===== src/rtl/clock_pkg.sv =====
// rtl/clock_pkg.sv - shared mode encoding and time-of-day limits
//
// Purpose: mode_t for the mode/timing controller plus the field widths and
// limits used by the sec/min/hr counter datapath.
// Ports: none (package).

package clock_pkg;

  typedef enum logic [1:0] {
    MODE_RUN     = 2'd0,
    MODE_SET_HR  = 2'd1,
    MODE_SET_MIN = 2'd2
  } mode_t;

  localparam int SEC_W = 6;
  localparam int MIN_W = 6;
  localparam int HR_W  = 5;

  localparam logic [SEC_W-1:0] SEC_MAX = 6'd59;
  localparam logic [MIN_W-1:0] MIN_MAX = 6'd59;
  localparam logic [HR_W-1:0]  HR_MAX  = 5'd23;

  // Bits needed for a counter that runs 0..n-1 (at least one bit).
  function automatic int cnt_w(input int n);
    return (n > 2) ? $clog2(n) : 1;
  endfunction

endpackage


===== src/rtl/clock_ctrl_btn_cond.sv =====
// rtl/clock_ctrl_btn_cond.sv - push-button synchronizer, debounce, press detect, auto-repeat
//
// Purpose: conditions one raw asynchronous push-button into single-cycle
// press pulses, optionally followed by auto-repeat pulses while held.
// Ports:
//   clk      in   system clock
//   rst      in   synchronous reset, active-low
//   btn_raw  in   raw button level, asynchronous, active-high
//   rep_clr  in   cancels an active auto-repeat until the next fresh press
//   pulse    out  registered 1-cycle press / repeat pulse

module btn_cond
  import clock_pkg::*;
#(
  parameter int DEBOUNCE_CYC     = 500000,
  parameter bit REPEAT_EN        = 1'b0,
  parameter int REPEAT_DELAY_CYC = 25000000,
  parameter int REPEAT_RATE_CYC  = 5000000
) (
  input  logic clk,
  input  logic rst,
  input  logic btn_raw,
  input  logic rep_clr,
  output logic pulse
);

  localparam int RP_MAX = (REPEAT_DELAY_CYC > REPEAT_RATE_CYC) ? REPEAT_DELAY_CYC
                                                               : REPEAT_RATE_CYC;
  localparam int DB_W = cnt_w(DEBOUNCE_CYC);
  localparam int RP_W = cnt_w(RP_MAX);

  localparam logic [DB_W-1:0] DB_LAST    = DB_W'(DEBOUNCE_CYC - 1);
  localparam logic [RP_W-1:0] DELAY_LAST = RP_W'(REPEAT_DELAY_CYC - 1);
  localparam logic [RP_W-1:0] RATE_LAST  = RP_W'(REPEAT_RATE_CYC - 1);

  logic            sync1_q, sync1_d;
  logic            sync2_q, sync2_d;
  logic            deb_q, deb_d;
  logic            deb_prev_q, deb_prev_d;
  logic            armed_q, armed_d;
  logic [DB_W-1:0] db_cnt_q, db_cnt_d;
  logic            rep_act_q, rep_act_d;
  logic            rep_first_q, rep_first_d;
  logic [RP_W-1:0] rep_cnt_q, rep_cnt_d;
  logic            pulse_q, pulse_d;
  logic            press;

  always_comb begin
    sync1_d = btn_raw;
    sync2_d = sync1_q;

    // Stability counter: runs only while the synced level disagrees with the
    // accepted level; the level is accepted once it has held long enough.
    deb_d    = deb_q;
    db_cnt_d = '0;
    if (sync2_q != deb_q) begin
      if (db_cnt_q == DB_LAST) begin
        deb_d = sync2_q;
      end else begin
        db_cnt_d = db_cnt_q + 1'b1;
      end
    end
    deb_prev_d = deb_q;

    // A button held through reset must be seen released before it can press.
    // The synchronizer resets to "held" so that case is not mistaken for a release.
    armed_d = armed_q | ~sync2_q;

    press   = deb_q & ~deb_prev_q & armed_q;
    pulse_d = press;

    rep_act_d   = rep_act_q;
    rep_first_d = rep_first_q;
    rep_cnt_d   = rep_cnt_q;
    if (REPEAT_EN) begin
      if (press) begin
        rep_act_d   = 1'b1;
        rep_first_d = 1'b1;
        rep_cnt_d   = '0;
      end else if (!deb_q || rep_clr || !rep_act_q) begin
        rep_act_d = 1'b0;
        rep_cnt_d = '0;
      end else if (rep_cnt_q == (rep_first_q ? DELAY_LAST : RATE_LAST)) begin
        pulse_d     = 1'b1;
        rep_first_d = 1'b0;
        rep_cnt_d   = '0;
      end else begin
        rep_cnt_d = rep_cnt_q + 1'b1;
      end
    end
  end

  always_ff @(posedge clk) begin
    if (!rst) begin
      sync1_q     <= 1'b1;
      sync2_q     <= 1'b1;
      deb_q       <= 1'b0;
      deb_prev_q  <= 1'b0;
      armed_q     <= 1'b0;
      db_cnt_q    <= '0;
      rep_act_q   <= 1'b0;
      rep_first_q <= 1'b0;
      rep_cnt_q   <= '0;
      pulse_q     <= 1'b0;
    end else begin
      sync1_q     <= sync1_d;
      sync2_q     <= sync2_d;
      deb_q       <= deb_d;
      deb_prev_q  <= deb_prev_d;
      armed_q     <= armed_d;
      db_cnt_q    <= db_cnt_d;
      rep_act_q   <= rep_act_d;
      rep_first_q <= rep_first_d;
      rep_cnt_q   <= rep_cnt_d;
      pulse_q     <= pulse_d;
    end
  end

  assign pulse = pulse_q;

endmodule


===== src/rtl/clock_ctrl.sv =====
// rtl/clock_ctrl.sv - mode and timing controller for the time-of-day counter
//
// Purpose: conditions the mode/adjust buttons, runs the HH:MM setting state
// machine, generates the 1 Hz prescaler and the display blink mask. All
// outputs are single-cycle enables or levels registered on clk.
// Ports:
//   clk       in   system clock
//   rst       in   synchronous reset, active-low
//   btn_mode  in   raw mode button, asynchronous, active-high
//   btn_adj   in   raw adjust button, asynchronous, active-high
//   run_tick  out  1-cycle pulse once per second, RUN only
//   inc_min   out  1-cycle increment-minute enable (SET_MIN)
//   inc_hr    out  1-cycle increment-hour enable (SET_HR)
//   clr_sec   out  1-cycle seconds clear on entry to RUN
//   mode      out  current mode_t
//   blink     out  display enable for the field being set; 1 in RUN

module clock_ctrl
  import clock_pkg::*;
#(
  parameter int CLK_HZ           = 50000000,
  parameter int DEBOUNCE_CYC     = 500000,
  parameter int REPEAT_DELAY_CYC = 25000000,
  parameter int REPEAT_RATE_CYC  = 5000000,
  parameter int BLINK_CYC        = 12500000
) (
  input  logic  clk,
  input  logic  rst,
  input  logic  btn_mode,
  input  logic  btn_adj,
  output logic  run_tick,
  output logic  inc_min,
  output logic  inc_hr,
  output logic  clr_sec,
  output mode_t mode,
  output logic  blink
);

  localparam int PRE_W = cnt_w(CLK_HZ);
  localparam int BLK_W = cnt_w(BLINK_CYC);

  localparam logic [PRE_W-1:0] PRE_LAST   = PRE_W'(CLK_HZ - 1);
  localparam logic [BLK_W-1:0] BLINK_LAST = BLK_W'(BLINK_CYC - 1);

  logic             mode_press;
  logic             adj_pulse;

  mode_t            mode_q, mode_d;
  logic             run_tick_q, run_tick_d;
  logic             inc_min_q, inc_min_d;
  logic             inc_hr_q, inc_hr_d;
  logic             clr_sec_q, clr_sec_d;
  logic             blink_q, blink_d;
  logic [PRE_W-1:0] pre_q, pre_d;
  logic [BLK_W-1:0] blink_cnt_q, blink_cnt_d;

  btn_cond #(
    .DEBOUNCE_CYC    (DEBOUNCE_CYC),
    .REPEAT_EN       (1'b0),
    .REPEAT_DELAY_CYC(REPEAT_DELAY_CYC),
    .REPEAT_RATE_CYC (REPEAT_RATE_CYC)
  ) u_mode_btn (
    .clk    (clk),
    .rst    (rst),
    .btn_raw(btn_mode),
    .rep_clr(1'b0),
    .pulse  (mode_press)
  );

  // Every mode press changes mode, so it also cancels any adjust repeat.
  btn_cond #(
    .DEBOUNCE_CYC    (DEBOUNCE_CYC),
    .REPEAT_EN       (1'b1),
    .REPEAT_DELAY_CYC(REPEAT_DELAY_CYC),
    .REPEAT_RATE_CYC (REPEAT_RATE_CYC)
  ) u_adj_btn (
    .clk    (clk),
    .rst    (rst),
    .btn_raw(btn_adj),
    .rep_clr(mode_press),
    .pulse  (adj_pulse)
  );

  always_comb begin
    mode_d      = mode_q;
    run_tick_d  = 1'b0;
    inc_min_d   = 1'b0;
    inc_hr_d    = 1'b0;
    clr_sec_d   = 1'b0;
    pre_d       = '0;
    blink_cnt_d = '0;
    blink_d     = 1'b1;

    if (mode_press) begin
      // Mode change wins over any coincident adjust pulse; prescaler and
      // blink restart from their initial phase.
      unique case (mode_q)
        MODE_SET_HR:  mode_d = MODE_SET_MIN;
        MODE_SET_MIN: begin
          mode_d    = MODE_RUN;
          clr_sec_d = 1'b1;
        end
        default:      mode_d = MODE_SET_HR;
      endcase
    end else if (mode_q == MODE_RUN) begin
      if (pre_q == PRE_LAST) begin
        run_tick_d = 1'b1;
      end else begin
        pre_d = pre_q + 1'b1;
      end
    end else begin
      inc_hr_d  = adj_pulse & (mode_q == MODE_SET_HR);
      inc_min_d = adj_pulse & (mode_q == MODE_SET_MIN);
      if (blink_cnt_q == BLINK_LAST) begin
        blink_d = ~blink_q;
      end else begin
        blink_d     = blink_q;
        blink_cnt_d = blink_cnt_q + 1'b1;
      end
    end
  end

  always_ff @(posedge clk) begin
    if (!rst) begin
      mode_q      <= MODE_SET_HR;
      run_tick_q  <= 1'b0;
      inc_min_q   <= 1'b0;
      inc_hr_q    <= 1'b0;
      clr_sec_q   <= 1'b0;
      blink_q     <= 1'b1;
      pre_q       <= '0;
      blink_cnt_q <= '0;
    end else begin
      mode_q      <= mode_d;
      run_tick_q  <= run_tick_d;
      inc_min_q   <= inc_min_d;
      inc_hr_q    <= inc_hr_d;
      clr_sec_q   <= clr_sec_d;
      blink_q     <= blink_d;
      pre_q       <= pre_d;
      blink_cnt_q <= blink_cnt_d;
    end
  end

  assign run_tick = run_tick_q;
  assign inc_min  = inc_min_q;
  assign inc_hr   = inc_hr_q;
  assign clr_sec  = clr_sec_q;
  assign mode     = mode_q;
  assign blink    = blink_q;

endmodule


===== config.mk =====
export PLATFORM = sky130hd
export DESIGN_NAME = clock_ctrl
export DESIGN_NICKNAME = d
export VERILOG_FILES = /design/src/rtl/clock_pkg.sv /design/src/rtl/clock_ctrl_btn_cond.sv /design/src/rtl/clock_ctrl.sv
export SDC_FILE = /design/constraint.sdc
export NUM_CORES = 1
export LEC_CHECK = 0
export CAP_MARGIN = 20
export CORE_MARGIN = 10
export CORE_UTILIZATION = 40
export DETAILED_ROUTE_END_ITERATION = 12
export GPL_TIMING_DRIVEN = 0
export PLACE_DENSITY_LB_ADDON = 0.15
export SYNTH_ARGS = -nofsm -noshare
export SYNTH_HDL_FRONTEND = slang
export SYNTH_SLANG_ARGS = --single-unit

===== constraint.sdc =====
create_clock -name clk -period 2.6 [get_ports clk]
set_clock_uncertainty 0.1 [all_clocks]
set_input_delay 0.26 -clock clk [delete_from_list [all_inputs] [get_ports clk]]
set_output_delay 0.26 -clock clk [all_outputs]
set_load 0.03 [all_outputs]

==> flow_summary.toml, run 1 <==
[status]
status = "finished clean"

[sta]
unrepaired_setup_endpoints_after_global_routing = "true"
slew_headroom = 0.5212
post-route-period-util = 0.9030
setup-violations-final = 0
finalHoldViolations = 0
max_slew.worst_pin.slew_ns = 0.7123
max_clock_freq_mhz = 425.9
post-route-min-period_ns = 2.348
number_of_slew_limit_violations_in_the_final_report = 0
finalSetupTns_ns = 0

[final_layout]
sequential_cell_area_um2 = 2683
stdcell_area_um2 = 7073
final_layout_size_suffix_gt1_frac = 0.07545
multi_input_comb_area_um2 = 3217
final-instance-count-excl-fill = 913
antenna_cells = 0
final_nets = 729
area_growth_syn_to_layout_pct = 16.36
filler_cell_count = 1407

[pwr]
leakagePower_nw = 2.217
power_density_nw_per_um2 = 672.6
finalPower_w = 0.004757
vdd_drop_max_mv = 0.5073

[logic_synthesis]
synth_enable_flop_cells = 0
synth-seq-cells = 134
mappedNetlistArea_um2 = 6078
synthesis.nets = 700
sequential_share_of_the_synthesized_area = 0.4413
synth.most_common_cell = "sky130_fd_sc_hd__dfxtp_1"
synthDominantAreaCellType = "sky130_fd_sc_hd__dfxtp_1"
ys_warn_count = 0
synth-main-ff-cell = "sky130_fd_sc_hd__dfxtp_1"
synth_cell_type_count = 51
ys_top_cells_by_area = "sky130_fd_sc_hd__dfxtp_1 44%, sky130_fd_sc_hd__xor2_1 4.6%, sky130_fd_sc_hd__xnor2_1 4.2%, sky130_fd_sc_hd__nor2_1 4.1%, sky130_fd_sc_hd__nand3_1 3.5%"
synthTopCellsByCount = "134 x sky130_fd_sc_hd__dfxtp_1, 66 x sky130_fd_sc_hd__nor2_1, 45 x sky130_fd_sc_hd__nand2_1"
synthesis.area_per_instance_um2 = 8.848
synth.top_cell.area_share = 0.4413
ys_async_sr_fraction = 0
postSynthCellCount = 687

[clock_network]
postCtsSetupRepairBufs = 0
number_of_h_tree_levels = 4
clkTransAtPathRegs_ns = 0.05
clock_latency_ns = 0.42
cts_hold_buf = 0
cts_root_buf = "sky130_fd_sc_hd__clkbuf_16"
cts_sinks = 134
tritoncts = "done"
cts_max_path_buffers = 2
cts_buffers = 17

[routing]
drt-total-wl_um = 12770
drt_pass1_iterations = 4
drt-initial-drc-count = 239
post_dr_wirelength_cell_um = 13.99
drc_errors = 0
ant_nets = 0
vias = 5045
post_dr_vias_cell = 5.526

[setup_path]
worst_path_dominant_cell_family = "simple AND/OR/NAND/NOR gates"
reg2reg_launch_point = "u_adj_btn.rep_first_q"
critical_path.max_fanout = 10
worstPathArrival_ns = 2.53
slowest_delay_ns = 0.68
r2r_setup_slack_ns = 0.25
capturing_element_type_of_the_critical_path = "flip-flop"
slowest_stage = "sky130_fd_sc_hd__nor4_2"
critPathKind = "reg2reg"
destination_of_the_worst_register_to_register_timing_path = "u_adj_btn.rep_cnt_q[2]"
cells_along_the_critical_path = "nor4bb_1 > mux2i_1 > nor4_2 > clkbuf_1 > nor3_1"
crit_path_start_kind = "flip-flop"
worst-path-buf-inv = 1
reg2reg_depth = 5
timing.critical_path.required_ns = 2.79

[grt]
groute.usage.overall = 0.1347
grt_pass1_vias = 4969
grt_start_max_net_pins = 17
initial_antenna_violation_count = 0
globalRoute.totalOverflow = 0
grt_pass1_wl_um = 22700

[placed_design]
sum_of_net_half_perimeters_after_detailed_placement_um = 8925
number_of_cells_in_the_design_after_placement = 881
dpl-instance-area_um2 = 6409
gp_congestion = 0.8157
buffers_added_on_ports = 10

[floorplanning]
placementRows = 44
fp.dieW_um = 143.3
total_die_area_um2 = 20530
floorplan.initialDensity = 0.4135
design.core.area_um2 = 14700
io_pins = 11
die_y_um = 143.3

[min_path]
timing.hold.worst.class = "in2reg"
timing.hold.worst_path_depth = 2
holdPathEnd = "u_mode_btn.sync1_q"
hold_path_startpoint = "btn_mode"

[run]
timing.max_cap.violations = 0
-- layer usage --
metal,vias to the layer above,wire length (um),global-route usage
met4,0,146,0.06824
met2,40,6134,0.2229
met5,-,0,0
met3,11,325,0.03648
li1,2569,-,-
met1,2425,6165,0.1573
-- layout by cell type, fill, tap and decap left out, drive strengths merged, types with 2 or more instances in the layout --
| master | count |
|---|---|
| a211oi | 13 |
| nor4b | 5 |
| nor2 | 66 |
| mux2i | 3 |
| nand3b | 2 |
| nand3 | 45 |
| or3 | 23 |
| dfxtp | 134 |
| clkinv | 3 |
| o41ai | 2 |
| and4 | 16 |
| o21ai | 24 |
| and3 | 14 |
| xor2 | 32 |
| and2 | 9 |
| a21oi | 34 |
| or4 | 26 |
| nand4 | 26 |
| xnor2 | 29 |
| clkbuf | 46 |
| nor4bb | 4 |
| nor4 | 10 |
| bufinv | 4 |
| o21a | 3 |
| inv | 18 |
| or2 | 3 |
| o31ai | 23 |
| nand2 | 45 |
| nand2b | 4 |
| clkdlybuf4s50 | 10 |
| nor3 | 24 |
| ha | 9 |
| buf | 6 |
| and3b | 2 |
| or4b | 3 |
-- through the flow --
step,setup WS (ns),hold WS (ns),utilization
6_report,0.2522,0.3009,0.4812
2_1_floorplan,0.4732,0.2330,-
3_5_place_dp,-0.001388,0.2972,0.4360
3_3_place_gp,0.03359,0.2964,0.4360
4_1_cts,0.001815,0.2778,0.4805
5_1_grt,-0.002259,0.2777,0.4812
-- power by group --
part,internal [W],leakage (nW),switching (W),total [W]
sequential,0.00207,1.08,0.0000143,0.00209
clock,0.00176,0.323,0.000849,0.00261
combinational,0.0000252,0.812,0.0000408,0.0000660
total,0.00385,2.22,0.000904,0.00476
-- flip-flops by register name, indices dropped and copies added (netlist names), 2 cells and up --
signal / flops
blink_cnt_q: 24
u_adj_btn.db_cnt_q: 19
mode: 2
pre_q: 26
u_adj_btn.rep_cnt_q: 25
u_mode_btn.db_cnt_q: 19
-- area by class of cell --
cell class | instances | share of cell area
multi-input combinational | 508 | 0.4548
sequential | 134 | 0.3793
clock buffer | 25 | 0.07288
tap | 184 | 0.03255
clock inverter | 7 | 0.01964
buffer | 27 | 0.01716
timing repair buffer | 10 | 0.01415
inverter | 18 | 0.009552
-- logic make-up after synthesis --
| family | synth area share |
|---|---|
| buffers and inverters | 0.03067 |
| XOR/XNOR | 0.08790 |
| flip-flops | 0.4413 |
| multiplexers | 0.004941 |
| AO/OA/AOI/OAI | 0.1068 |
| adder cells (fa/ha/maj) | 0.01853 |
| AND/OR/NAND/NOR | 0.3098 |
-- worst reg2reg max path, cell delays in order (launching register included) --
cell and delay (ns):
sky130_fd_sc_hd__dfxtp_1 0.41, sky130_fd_sc_hd__nor4bb_1 0.31, sky130_fd_sc_hd__mux2i_1 0.16, sky130_fd_sc_hd__nor4_2 0.68, sky130_fd_sc_hd__clkbuf_1 0.43, sky130_fd_sc_hd__nor3_1 0.12
-- what timing repair did --
| item | CTS | global route |
|---|---|---|
| endpoints found under the hold margin | 0 | 0 |
| setup endpoints to repair | 0 | 30 |
| gates resized for setup | 0 | 6 |
-- worst max-delay path by stage --
stage,start,end,slack (ns),depth (start not counted)
final,u_adj_btn.rep_first_q,u_adj_btn.rep_cnt_q[2],0.25,5
after global routing,u_mode_btn.db_cnt_q[0],u_mode_btn.db_cnt_q[9],-0.002,7
after CTS,u_mode_btn.db_cnt_q[0],u_mode_btn.db_cnt_q[14],0.002,7
after detailed placement,u_mode_btn.db_cnt_q[0],u_mode_btn.db_cnt_q[6],-0.001,7
after global placement,u_mode_btn.db_cnt_q[0],u_mode_btn.db_cnt_q[11],0.03,7
after floorplan,pre_q[0],pre_q[24],0.47,6
(Power assumes the default switching activity.)
==> run 2, diff against run 1 <==
--- a/config.mk
+++ b/config.mk
@@ -5,7 +5,6 @@
 export SDC_FILE = /design/constraint.sdc
 export NUM_CORES = 1
 export LEC_CHECK = 0
-export CAP_MARGIN = 20
 export CORE_MARGIN = 10
 export CORE_UTILIZATION = 40
 export DETAILED_ROUTE_END_ITERATION = 12
==> results of run 2 <==
Final layout, timing and power as in run 1 (identical DEF).
==> run 3, diff against run 2 <==
--- a/config.mk
+++ b/config.mk
@@ -5,8 +5,10 @@
 export SDC_FILE = /design/constraint.sdc
 export NUM_CORES = 1
 export LEC_CHECK = 0
+export ABC_CLOCK_PERIOD_IN_PS = 2600
 export CORE_MARGIN = 10
 export CORE_UTILIZATION = 40
+export CTS_BUF_LIST = sky130_fd_sc_hd__clkbuf_2 sky130_fd_sc_hd__clkbuf_4 sky130_fd_sc_hd__clkbuf_8
 export DETAILED_ROUTE_END_ITERATION = 12
 export GPL_TIMING_DRIVEN = 0
 export PLACE_DENSITY_LB_ADDON = 0.15
==> run 3 against run 2 <==
Clock-buffer cell count is the same. Final cell count is the same. Core utilization shrank 1.3 points. First-iteration DRC count grew 7.1%. Non-clock buffer count is the same. Critical path type unchanged. Largest power group is now registers.
==> flow_summary.toml, run 3 (synthesized netlist as in run 1, its figures left out) <==
[status]
status = "finished clean"

[final_layout]
final_standard_cell_utilization_of_the_core = 0.4687
multi_input_comb_area_um2 = 3217
filler_cell_count = 1436
final_common_cell = "sky130_fd_sc_hd__dfxtp_1"
sequential_cell_area_um2 = 2683
area_growth_syn_to_layout_pct = 13.34
most_frequent_cells_in_the_layout = "134 x sky130_fd_sc_hd__dfxtp_1, 66 x sky130_fd_sc_hd__nor2_1, 45 x sky130_fd_sc_hd__nand2_1, 42 x sky130_fd_sc_hd__nand3_1, 33 x sky130_fd_sc_hd__a21oi_1"
regMostFlops = "pre_q"
antenna_cells = 0
final_layout_size_suffix_gt1_frac = 0.07819
final_nets = 729
largest_registers = "pre_q (26), u_adj_btn.rep_cnt_q (25), blink_cnt_q (24)"
number_of_flip_flops_under_the_largest_register_name = 26

[clock_network]
cts_buffers = 17
postCtsSetupRepairBufs = 0
cts_sinks = 134
tritoncts = "done"
cts_root_buf = "sky130_fd_sc_hd__clkbuf_8"
clkTransAtPathRegs_ns = 0.07
clock_latency_ns = 0.44
number_of_h_tree_levels = 4
cts_max_path_buffers = 2

[placed_design]
buffers_added_on_ports = 10
sum_of_net_half_perimeters_after_detailed_placement_um = 8925
gp_congestion = 0.8157
detailedPlace.worstSlack_ns = -0.001388

[sta]
max_clock_freq_mhz = 422.4
slew_headroom = 0.5166
max_slew.worst_pin.slew_ns = 0.7192
unrepaired_setup_endpoints_after_global_routing = "true"
setup-violations-final = 0
finalWorstSetupSlack_ns = 0.2324
post-route-period-util = 0.9106
finalHoldViolations = 0
number_of_slew_limit_violations_in_the_final_report = 0
post-route-min-period_ns = 2.368

[setup_path]
critical_path.max_fanout = 10
timing.critical_path.from = "u_adj_btn.rep_first_q"
timing.critical_path.required_ns = 2.81
reg2reg_launch_point = "u_adj_btn.rep_first_q"
critPathKind = "reg2reg"
crit_path_start_kind = "flip-flop"
capturing_element_type_of_the_critical_path = "flip-flop"
worstPathArrival_ns = 2.58

[pwr]
finalPower_w = 0.004142
power.switching_w = 0.0008282
power_density_nw_per_um2 = 601.2
power.share.sequential = 0.503
p_int_w = 0.003314
sw_ratio = 0.2000
comb_power_share = 0.016
power.clock.fraction = 0.481
vdd_drop_max_mv = 0.3254
leakagePower_nw = 2.136

[floorplanning]
io_pins = 11
die_y_um = 143.3
design.core.area_um2 = 14700
placementRows = 44
floorplan.initialDensity = 0.4135
fp.dieW_um = 143.3
total_die_area_um2 = 20530

[grt]
grt_pass1_vias = 4967
grt_start_max_net_pins = 17
initial_antenna_violation_count = 0
grt_pass1_wl_um = 22580
groute.usage.overall = 0.1332
globalRoute.totalOverflow = 0

[routing]
drt-total-wl_um = 12720
post_dr_vias_cell = 5.597
drt_pass1_iterations = 4
post_dr_wirelength_cell_um = 13.93
drt-initial-drc-count = 256
drc_errors = 0
vias = 5110
ant_nets = 0

[min_path]
timing.hold.worst.class = "in2reg"
hold_path_startpoint = "btn_mode"

[run]
timing.max_cap.violations = 0
-- run 3: cell counts in the layout (fill, tap and decap cells not counted) --
Identical to the previous run, type by type.
-- run 3: path summary, 6_finish.rpt --
check                                 to  slack (ns)  cells after the start
hold reg to reg        u_adj_btn.sync2_q        0.31                      1
setup reg to reg  u_adj_btn.rep_cnt_q[2]        0.23                      5
setup / recovery  u_adj_btn.rep_cnt_q[2]        0.23                      5
hold / removal        u_mode_btn.sync1_q        0.27                      2
-- run 3: final cells by class --
class                           count  share of cell area
Clock buffer                       25             0.04813
Sequential cell                   134              0.3894
Tap cell                          184             0.03342
Clock inverter                      7             0.02016
Inverter                           18            0.009807
Multi-Input combinational cell    508              0.4669
Buffer                             27             0.01762
Timing Repair Buffer               10             0.01453
-- run 3: power groups by stage --
stage | sequential, W | clock, W | combinational (W)
after global placement | 0.00213 | 0 | 0.0000644
after CTS | 0.00208 | 0.00205 | 0.0000667
after detailed placement | 0.00213 | 0 | 0.0000667
after global routing | 0.00208 | 0.00215 | 0.0000760
final | 0.00208 | 0.00199 | 0.0000661
after floorplan | 0.00213 | 0 | 0.0000459
-- run 3: per-stage QoR --
step	cell area, um2	instances	TNS, ns	hold slack (ns)
6_report	6889	913	0	0.2693
5_1_grt	6889	913	-0.00007239	0.2308
3_5_place_dp	6409	881	-0.002039	0.2972
3_3_place_gp	6409	881	0	0.2964
4_1_cts	6879	913	0	0.2386
2_1_floorplan	6078	687	0	0.2330
-- run 3: metal layers --
metal	routed length, um	vias to the layer above	track usage
met4	146	0	0.05427
met3	379	13	0.04046
li1	-	2568	-
met1	6153	2472	0.1579
met2	6043	57	0.2202
met5	0	-	0
-- run 3: worst max-delay path, cell delays in order, from the launching register on --
cell	delay, ns
sky130_fd_sc_hd__dfxtp_1	0.42
sky130_fd_sc_hd__nor4bb_1	0.31
sky130_fd_sc_hd__mux2i_1	0.15
sky130_fd_sc_hd__nor4_2	0.69
sky130_fd_sc_hd__clkbuf_1	0.44
sky130_fd_sc_hd__nor3_1	0.12
-- run 3: timing repair --
action,CTS,global route
setup endpoints to repair,0,30
hold buffers,0,0
gates resized for setup,0,6
